==> src/rtl/fc_layer_ctrl_pkg.sv <==
// Shared types and helpers for the fully-connected layer controller.
// Holds the FSM state encoding and a minimum-1 width function.
package fc_layer_ctrl_pkg;

  typedef enum logic [1:0] {
    S_LOAD,
    S_COMPUTE,
    S_WAIT,
    S_DRAIN
  } state_e;

  function automatic int unsigned cw(input int unsigned x);
    return (x > 1) ? $clog2(x) : 1;
  endfunction

endpackage

==> src/rtl/fc_layer_ctrl_mod_counter.sv <==
// Modulo-MOD up-counter with enable, sync active-low clear and
// terminal-count flag; wraps to zero when enabled at MOD-1.
module mod_counter
  import fc_layer_ctrl_pkg::*;
#(
  parameter int unsigned MOD = 2
) (
  input  logic                 clk,
  input  logic                 clr_ni,
  input  logic                 en_i,
  output logic [cw(MOD)-1:0]   cnt_o,
  output logic                 tc_o
);

  localparam int unsigned W = cw(MOD);

  logic [W-1:0] cnt_q;
  logic [W-1:0] cnt_d;

  assign tc_o  = (cnt_q == W'(MOD - 1));
  assign cnt_o = cnt_q;

  always_comb begin
    cnt_d = cnt_q;
    if (en_i) begin
      cnt_d = tc_o ? '0 : cnt_q + W'(1);
    end
  end

  always_ff @(posedge clk) begin
    if (!clr_ni) begin
      cnt_q <= '0;
    end else begin
      cnt_q <= cnt_d;
    end
  end

endmodule

==> src/rtl/fc_layer_ctrl.sv <==
// Control FSM for one FC layer stage: loads x, sequences MAC reads
// per group of P outputs, then drains P results downstream.
module fc_layer_ctrl
  import fc_layer_ctrl_pkg::*;
#(
  parameter int unsigned N       = 8,
  parameter int unsigned M       = 8,
  parameter int unsigned P       = 2,
  parameter int unsigned MAC_LAT = 1
) (
  input  logic                       clk,
  input  logic                       reset,
  input  logic                       s_valid,
  output logic                       s_ready,
  output logic                       m_valid,
  input  logic                       m_ready,
  output logic                       wr_en_x,
  output logic [$clog2(N)-1:0]       addr_x,
  output logic [$clog2(N*M/P)-1:0]   addr_w,
  output logic                       clear_acc,
  output logic                       en_acc,
  output logic                       out_load,
  output logic [cw(P)-1:0]           out_sel
);

  localparam int unsigned G  = M / P;
  localparam int unsigned XW = $clog2(N);
  localparam int unsigned AW = $clog2(N * M / P);

  state_e state_q, state_d;

  logic [AW-1:0] base_q, base_d;
  logic          en_q, clr_q;

  logic          k_en, g_en, j_en, w_en;
  logic [XW-1:0] k_cnt;
  logic [cw(G)-1:0] g_cnt;
  logic [cw(P)-1:0] j_cnt;
  logic [cw(MAC_LAT+1)-1:0] w_cnt;
  logic          k_tc, g_tc, j_tc, w_tc;
  logic          unused_cnt;

  mod_counter #(.MOD(N)) u_k (
    .clk(clk), .clr_ni(reset), .en_i(k_en),
    .cnt_o(k_cnt), .tc_o(k_tc)
  );

  mod_counter #(.MOD(G)) u_g (
    .clk(clk), .clr_ni(reset), .en_i(g_en),
    .cnt_o(g_cnt), .tc_o(g_tc)
  );

  mod_counter #(.MOD(P)) u_j (
    .clk(clk), .clr_ni(reset), .en_i(j_en),
    .cnt_o(j_cnt), .tc_o(j_tc)
  );

  mod_counter #(.MOD(MAC_LAT + 1)) u_w (
    .clk(clk), .clr_ni(reset), .en_i(w_en),
    .cnt_o(w_cnt), .tc_o(w_tc)
  );

  assign unused_cnt = ^{g_cnt, w_cnt};

  always_comb begin
    state_d  = state_q;
    base_d   = base_q;
    k_en     = 1'b0;
    g_en     = 1'b0;
    j_en     = 1'b0;
    w_en     = 1'b0;
    s_ready  = 1'b0;
    m_valid  = 1'b0;
    out_load = 1'b0;
    addr_x   = '0;
    addr_w   = '0;
    unique case (state_q)
      S_LOAD: begin
        s_ready = reset;
        k_en    = s_valid;
        addr_x  = k_cnt;
        base_d  = '0;
        if (s_valid && k_tc) begin
          state_d = S_COMPUTE;
        end
      end
      S_COMPUTE: begin
        k_en   = 1'b1;
        addr_x = k_cnt;
        addr_w = base_q + AW'(k_cnt);
        if (k_tc) begin
          state_d = S_WAIT;
        end
      end
      S_WAIT: begin
        w_en = 1'b1;
        if (w_tc) begin
          out_load = 1'b1;
          state_d  = S_DRAIN;
        end
      end
      S_DRAIN: begin
        m_valid = 1'b1;
        j_en    = m_ready;
        if (m_ready && j_tc) begin
          g_en = 1'b1;
          if (g_tc) begin
            state_d = S_LOAD;
          end else begin
            state_d = S_COMPUTE;
            base_d  = base_q + AW'(N);
          end
        end
      end
      default: state_d = S_LOAD;
    endcase
  end

  assign wr_en_x   = s_ready & s_valid;
  assign out_sel   = j_cnt;
  assign en_acc    = en_q;
  assign clear_acc = clr_q;

  // MAC enables trail the read addresses by the 1-cycle memory latency
  always_ff @(posedge clk) begin
    if (!reset) begin
      state_q <= S_LOAD;
      base_q  <= '0;
      en_q    <= 1'b0;
      clr_q   <= 1'b0;
    end else begin
      state_q <= state_d;
      base_q  <= base_d;
      en_q    <= (state_q == S_COMPUTE);
      clr_q   <= (state_q == S_COMPUTE) && (k_cnt == '0);
    end
  end

endmodule

==> config.mk <==
export PLATFORM = sky130hd
export DESIGN_NAME = fc_layer_ctrl
export DESIGN_NICKNAME = d
export VERILOG_FILES = /design/src/rtl/fc_layer_ctrl_pkg.sv /design/src/rtl/fc_layer_ctrl_mod_counter.sv /design/src/rtl/fc_layer_ctrl.sv
export SDC_FILE = /design/constraint.sdc
export NUM_CORES = 1
export LEC_CHECK = 0
export CAP_MARGIN = 20
export CORE_MARGIN = 1.5
export CORE_UTILIZATION = 47
export DETAILED_ROUTE_END_ITERATION = 8
export PLACE_DENSITY = 0.77
export REMOVE_ABC_BUFFERS = 1
export SLEW_MARGIN = 10
export SYNTH_ARGS = -nofsm -noshare
export SYNTH_HDL_FRONTEND = slang
export SYNTH_SLANG_ARGS = --single-unit
==> constraint.sdc <==
create_clock -name clk -period 1.8 [get_ports clk]
set_input_delay 0.18 -clock clk [delete_from_list [all_inputs] [get_ports clk]]
set_output_delay 0.18 -clock clk [all_outputs]
set_load 0.01 [all_outputs]
==> metrics.cfg, run 1 <==
[die]
die_x_um = 44.0
core_um2 = 1540
num_rows = 14
initial_core_util = 0.512
dieArea_um2 = 1930
die_y_um = 44.0
ios = 19

[sta]
slew-limit-headroom = 0.781
rsz0062_at_grt = no
clock_skew_ns = 0.00117
fin_tns_setup_ns = 0
setup_viol = 0
period_minus_slack_ns = 1.72
whs_ns = 0.482
finalCritPeriodShare = 0.958
tightest_slew_ns = 0.329
layout_setup_ws_ns = 0.0764
fmax_mhz = 580
slew_violations = 0
hold_violations = 0

[worst_setup_path]
path_depth = 2
path_class = flop to output port
critical_path.top_delay_family = buffers and inverters
critPathMaxFanout = 9
slowest_stage = clkdlybuf4s50_1
crit_start = state_q[0]
r2r-end = state_q[1]
required_ns = 1.62
worst-r2r-cell-count = 5
slowest_delay_ns = 0.57
rr_startpoint = u_k.cnt_o[0]
rrSetupSlack_ns = 0.23
crit_arrival_ns = 1.54
crit_path_end = m_valid
path_cells = ha_2, clkdlybuf4s50_1
start_kind = flop
cp-end-kind = output port
crit_buf_inv = 1

[power]
ir_drop_mv = 0.354
cellPowerDensity_nw_per_um2 = 491
power_leakage_nw = 0.564

[cells_and_area]
fin_area_um2 = 1080
multiInputGateArea_um2 = 539
nFillCells = 125
layout_commonest_cell = dfxtp_1
regArea_um2 = 265
syn_to_final_growth_pct = 37.1
layout.nets = 123
postLayoutCoreUtil = 0.702
diodes = 0
drive_above_1_share = 0.202
layout_common_cells = dfxtp_1, and2_1, nand2_1, dlymetal6s2s_1, clkdlybuf4s50_1

[route]
final_antenna_net_count = 0
drc = 0
drt_iter0_drc = 9
wl_per_cell_um = 12.6
wl_um = 1570
vias_per_cell = 5.36
vias = 670
drt_first_pass_iters = 4

[synthesis]
synth_area_um2 = 790
synth_top_area_cell = dfxtp_1
yosysWarnings = 0
ys_types = 30
netlist_instances = 85
synth_area_leaders = dfxtp_1, ha_1, and2_1, mux2i_1, nand2_1
synth_top_area_share = 0.330
syn-mean-instance-area_um2 = 9.29
synth_seq_cells = 13
synth_seq_area_share = 0.330

[clocking]
cts_tree = done
cts_hold_buf = 0
cts_root_buf = clkbuf_4
htreeDepth = 1
clock_latency_ns = 0.28
cts_inserted_buffers = 3
cts_num_sinks = 13
clockBufferDepth = 2
clkTransAtPathRegs_ns = 0.07

[job]
max_cap_violations = 0

[placed_design]
gp_congestion = 0.780
dpl_cell_area_um2 = 997
dpl_worst_slack_ns = 0.0653
place_hpwl_um = 1190
port_buffers = 18

[global_routing]
grt_max_degree = 10
busiest_layer = met2
grt-ovfl-total = 0
use_met1 = 0.212
grt_pass1_vias = 638
grt_use_met3 = 0.0750
grt_first_pass_wirelength_um = 2580
antenna_found_initial = 0
grt_util_met2 = 0.318
grt_usage = 0.186

[outcome]
status = complete, no violations

[min_path]
hold_class = flop to flop

worst min-delay path: cells and delay by family, from the launching register on:
family          cells  cell delay [ns]
simple gates        1             0.06
compound gates      1             0.06
flops               1             0.32
worst min path at each step:
| stage | startpoint | endpoint | slack [ns] | depth (start not counted) |
|---|---|---|---|---|
| 6_report | u_g.cnt_o[0] | u_g.cnt_o[0] | 0.48 | 2 |
| 5_1_grt | base_q[4] | base_q[4] | 0.49 | 1 |
| 4_1_cts | base_q[4] | base_q[4] | 0.48 | 1 |
| 3_5_place_dp | base_q[4] | base_q[4] | 0.46 | 1 |
| 3_3_place_gp | u_g.cnt_o[0] | u_g.cnt_o[0] | 0.46 | 2 |
| 2_1_floorplan | reset | en_acc | 0.32 | 1 |
cells by family (layout without fill, tap and decap cells):
kind of cell               after synthesis  in the layout  share of synthesized area
DFF                                     13             13                      0.330
adders and majority gates                9              9                      0.143
buffers and inverters                    6             30                     0.0285
AOI/OAI and AO/OA                       11             11                      0.119
and+or+nand+nor                         40             40                      0.307
xor gates and xnor gates                 2              2                     0.0222
muxes                                    4              4                     0.0507
what timing repair did:
| item | 4_1_cts | 5_1_grt |
|---|---|---|
| pin swaps | 0 | 0 |
| gates cloned | 0 | 0 |
| endpoints found under the hold margin | 0 | 0 |
| setup endpoints to repair | 12 | 8 |
| gates resized for setup | 15 | 8 |
| setup buffers | 0 | 1 |
cell type report:
cell class                      instances  area share
Multi-Input combinational cell         66       0.498
Tap cell                               16      0.0185
Timing Repair Buffer                   20       0.193
Sequential cell                        13       0.245
Inverter                                6      0.0208
Clock buffer                            4      0.0243
per-layer routing:
metal / part of all wire / vias up
li1: - / 334
met1: 0.45 / 315
met2: 0.49 / 18
met3: 0.054 / 3
met4: 0.0089 / 0
met5: 0 / -
flip-flops by register name, summed over array words and instances, names as in the netlist:
register and flops:
base_q 2, clear_acc 1, en_acc 1, state_q 2, u_g.cnt_o 2, u_j.cnt_o 1
u_k.cnt_o 3, u_w.cnt_o 1
synthesized netlist by cell type:
cell	count
a2111oi_4	1
a21boi_2	1
a21oi_1	5
a21oi_2	1
a311oi_1	1
and2_1	8
and2b_2	1
and3_1	1
and3b_1	1
and3b_2	1
and4b_1	1
clkinv_1	1
dfxtp_1	13
ha_1	9
inv_1	5
mux2i_1	4
nand2_1	8
nand2_2	1
nand2b_1	3
nand3_1	2
nand4b_1	1
nor2_1	7
nor2b_1	1
nor2b_4	2
o21ai_0	1
o31ai_1	1
or3_1	1
or3b_1	1
xnor2_1	1
xor2_1	1
where the power goes:
part / internal, mW / switching [mW] / leakage, nW / total, mW
clock: 0.0863 / 0.0961 / 0.0150 / 0.182
sequential: 0.290 / 0.00419 / 0.106 / 0.294
combinational: 0.0280 / 0.0266 / 0.443 / 0.0546
through the flow:
stage	cells	total power [mW]
2_1_floorplan	85	0.327
3_3_place_gp	120	0.356
3_5_place_dp	120	0.358
4_1_cts	124	0.537
5_1_grt	125	0.549
6_report	125	0.531
(Power assumes the default switching activity.)
==> run 2, diff against run 1 <==
--- a/config.mk
+++ b/config.mk
@@ -11,7 +11,6 @@
 export DETAILED_ROUTE_END_ITERATION = 8
 export PLACE_DENSITY = 0.77
 export REMOVE_ABC_BUFFERS = 1
-export SLEW_MARGIN = 10
 export SYNTH_ARGS = -nofsm -noshare
 export SYNTH_HDL_FRONTEND = slang
 export SYNTH_SLANG_ARGS = --single-unit
==> results of run 2 <==
No change in the layout: final DEF, timing and power equal those of run 1.
==> run 3, diff against run 2 <==
--- a/config.mk
+++ b/config.mk
@@ -7,9 +7,9 @@
 export LEC_CHECK = 0
 export CAP_MARGIN = 20
 export CORE_MARGIN = 1.5
-export CORE_UTILIZATION = 47
+export CORE_UTILIZATION = 45
 export DETAILED_ROUTE_END_ITERATION = 8
-export PLACE_DENSITY = 0.77
+export PLACE_DENSITY = 0.75
 export REMOVE_ABC_BUFFERS = 1
 export SYNTH_ARGS = -nofsm -noshare
 export SYNTH_HDL_FRONTEND = slang
==> run 3 against run 2 <==
- sequential share of layout area fell by 0.55 points
- non-clock buffer count rose by 2
- design area is 2.3% higher
- hold slack gained 0.0056 ns
- critical path depth rose by 4
- wire length grew 9.9%
- sequential cell count unchanged
- count of clock-buffer cells in the layout stayed put
- critical endpoint is now addr_x[2]
- largest power group unchanged
==> metrics.cfg, run 3 (synthesized netlist as in run 1, its figures left out) <==
[clocking]
cts_inserted_buffers = 3  ; unchanged
clkTransAtPathRegs_ns = 0.09  ; +0.02 ns
clock_latency_ns = 0.29  ; about the same
cts_root_buf = clkbuf_4
cts_num_sinks = 13  ; unchanged
cts_hold_buf = 0  ; unchanged
cts_tree = done
htreeDepth = 1  ; unchanged
clockBufferDepth = 2  ; unchanged

[worst_setup_path]
required_ns = 1.62  ; about the same
rr_startpoint = state_q[0]
path_cells = inv_2, ha_4, buf_4, nor2_1, nor2b_1, dlygate4sd2_1
crit_buf_inv = 3  ; +2
crit_start = state_q[1]
critPathMaxFanout = 8  ; -1
slowest_stage = dfxtp_2
start_kind = flop
rrSetupSlack_ns = 0.16  ; -0.07 ns
critical_path.top_delay_family = buffers and inverters
cp-end-kind = output port
crit_arrival_ns = 1.54  ; about the same
path_class = flop to output port
slowest_delay_ns = 0.35  ; -0.22 ns

[route]
vias_per_cell = 5.08  ; -5.2%
drt_iter0_drc = 4  ; -5
drc = 0  ; unchanged
drt_first_pass_iters = 4  ; unchanged
final_antenna_net_count = 0  ; unchanged
wl_per_cell_um = 13.6  ; +8.1%
vias = 645  ; -3.7%
wl_um = 1730  ; +9.9%

[sta]
hold_violations = 0  ; unchanged
slew_violations = 0  ; unchanged
clock_skew_ns = 0.00818  ; +0.00700 ns
whs_ns = 0.487  ; +0.00564 ns
tightest_slew_ns = 0.377  ; +0.0483 ns
fin_tns_setup_ns = 0  ; unchanged
slew-limit-headroom = 0.749  ; -0.0322
setup_viol = 0  ; unchanged
finalCritPeriodShare = 0.958  ; about the same
fmax_mhz = 580  ; about the same
period_minus_slack_ns = 1.72  ; +0.000402 ns
rsz0062_at_grt = no
layout_setup_ws_ns = 0.0759  ; -0.000402 ns

[min_path]
hold_class = flop to flop
worstHoldStart = u_g.cnt_o[0]

[cells_and_area]
largest_reg_flops = 3  ; unchanged
layout_common_cells = dfxtp_1, and2_1, nand2_1, dlymetal6s2s_1
layout.nets = 125  ; +1.6%
diodes = 0  ; unchanged
drive_above_1_share = 0.207  ; +0.00537
layout_commonest_cell = dfxtp_1
syn_to_final_growth_pct = 40.3

[die]
dieArea_um2 = 2010  ; +4.1%
die_y_um = 44.9  ; +2.0%
die_x_um = 44.9  ; +2.0%
core_um2 = 1580  ; +2.3%
initial_core_util = 0.501  ; -0.0114
num_rows = 14  ; unchanged
ios = 19  ; unchanged

[global_routing]
grt_max_degree = 10  ; unchanged
grt_usage = 0.192  ; +0.00636
grt_first_pass_wirelength_um = 2680  ; +4.0%
antenna_found_initial = 0  ; unchanged
grt-ovfl-total = 0  ; unchanged
grt_pass1_vias = 582  ; -8.8%

[power]
cellPowerDensity_nw_per_um2 = 496  ; +1.2%
power_leakage_nw = 0.576  ; +2.1%
switching_power_uw = 146  ; +15%
seqPwrFrac = 0.537  ; -0.017
comb_power_share = 0.098  ; -0.005
netSwitchingFraction = 0.266  ; +0.0267
ir_drop_mv = 0.418  ; +18%
intPower_uw = 404  ; about the same
clock_power_share = 0.366  ; +0.023
total_power_uw = 550  ; +3.5%

[placed_design]
port_buffers = 18  ; unchanged
gp_congestion = 0.846  ; +8.5%
place_hpwl_um = 1130  ; -5.2%
dpl_worst_slack_ns = 0.118  ; +0.0524 ns

[outcome]
status = complete, no violations

[job]
max_cap_violations = 0  ; unchanged

## run 3: changes by cell type in the layout (fill, tap and decap cells not counted), sizes merged
| cell | previous run | this run |
|---|---|---|
| buf | 1 | 4 |
| clkbuf | 5 | 4 |
## run 3: metrics by stage
step,instances,util,area (µm²)
finish,127,0.702,1110
floorplan,85,-,790
CTS,125,0.673,1060
global route,127,0.702,1110
global placement,121,0.637,1000
detailed placement,121,0.637,1000
## run 3: path summary, 6_finish.rpt
| check | endpoint | cells past startpoint |
|---|---|---|
| worst max-delay path | addr_x[2] | 6 |
| worst min-delay path | u_g.cnt_o[0] | 2 |
| worst max register to register | state_q[0] | 6 |
| worst min register to register | u_g.cnt_o[0] | 2 |
## run 3: worst register-to-register path: stages (launching register included)
cell and delay (ns):
dfxtp_4 0.41, inv_2 0.07, ha_4 0.18, buf_4 0.14
a21boi_2 0.16, a2111oi_4 0.38, mux2i_1 0.22
## run 3: routing by layer
| metal | GRT usage | part of all wire |
|---|---|---|
| met5 | 0 | 0 |
| met4 | 0.112 | 0.031 |
| met3 | 0.0480 | 0.031 |
| met2 | 0.272 | 0.44 |
| met1 | 0.264 | 0.49 |
## run 3: cell type report
| type | instances | area, µm² |
|---|---|---|
| clock buffers | 4 | 26.3 |
| fillers | 126 | 469 |
| flip-flops and latches | 13 | 265 |
| inverters | 6 | 22.5 |
| repair buffers | 22 | 226 |
| well taps | 16 | 20.0 |
| multi-input cells | 66 | 547 |
## run 3: power by group through the flow
stage	Clock, mW	Combinational [mW]	Sequential, mW
global route	0.216	0.0594	0.296
floorplan	0	0.0255	0.301
detailed placement	0	0.0547	0.302
finish	0.201	0.0537	0.295
CTS	0.201	0.0533	0.295
global placement	0	0.0544	0.302
## run 3: repair_timing
action                     4_1_cts  5_1_grt
resized for setup               13       10
pin swaps                        0        2
setup endpoints to repair       12        9
buffers inserted                 0        2
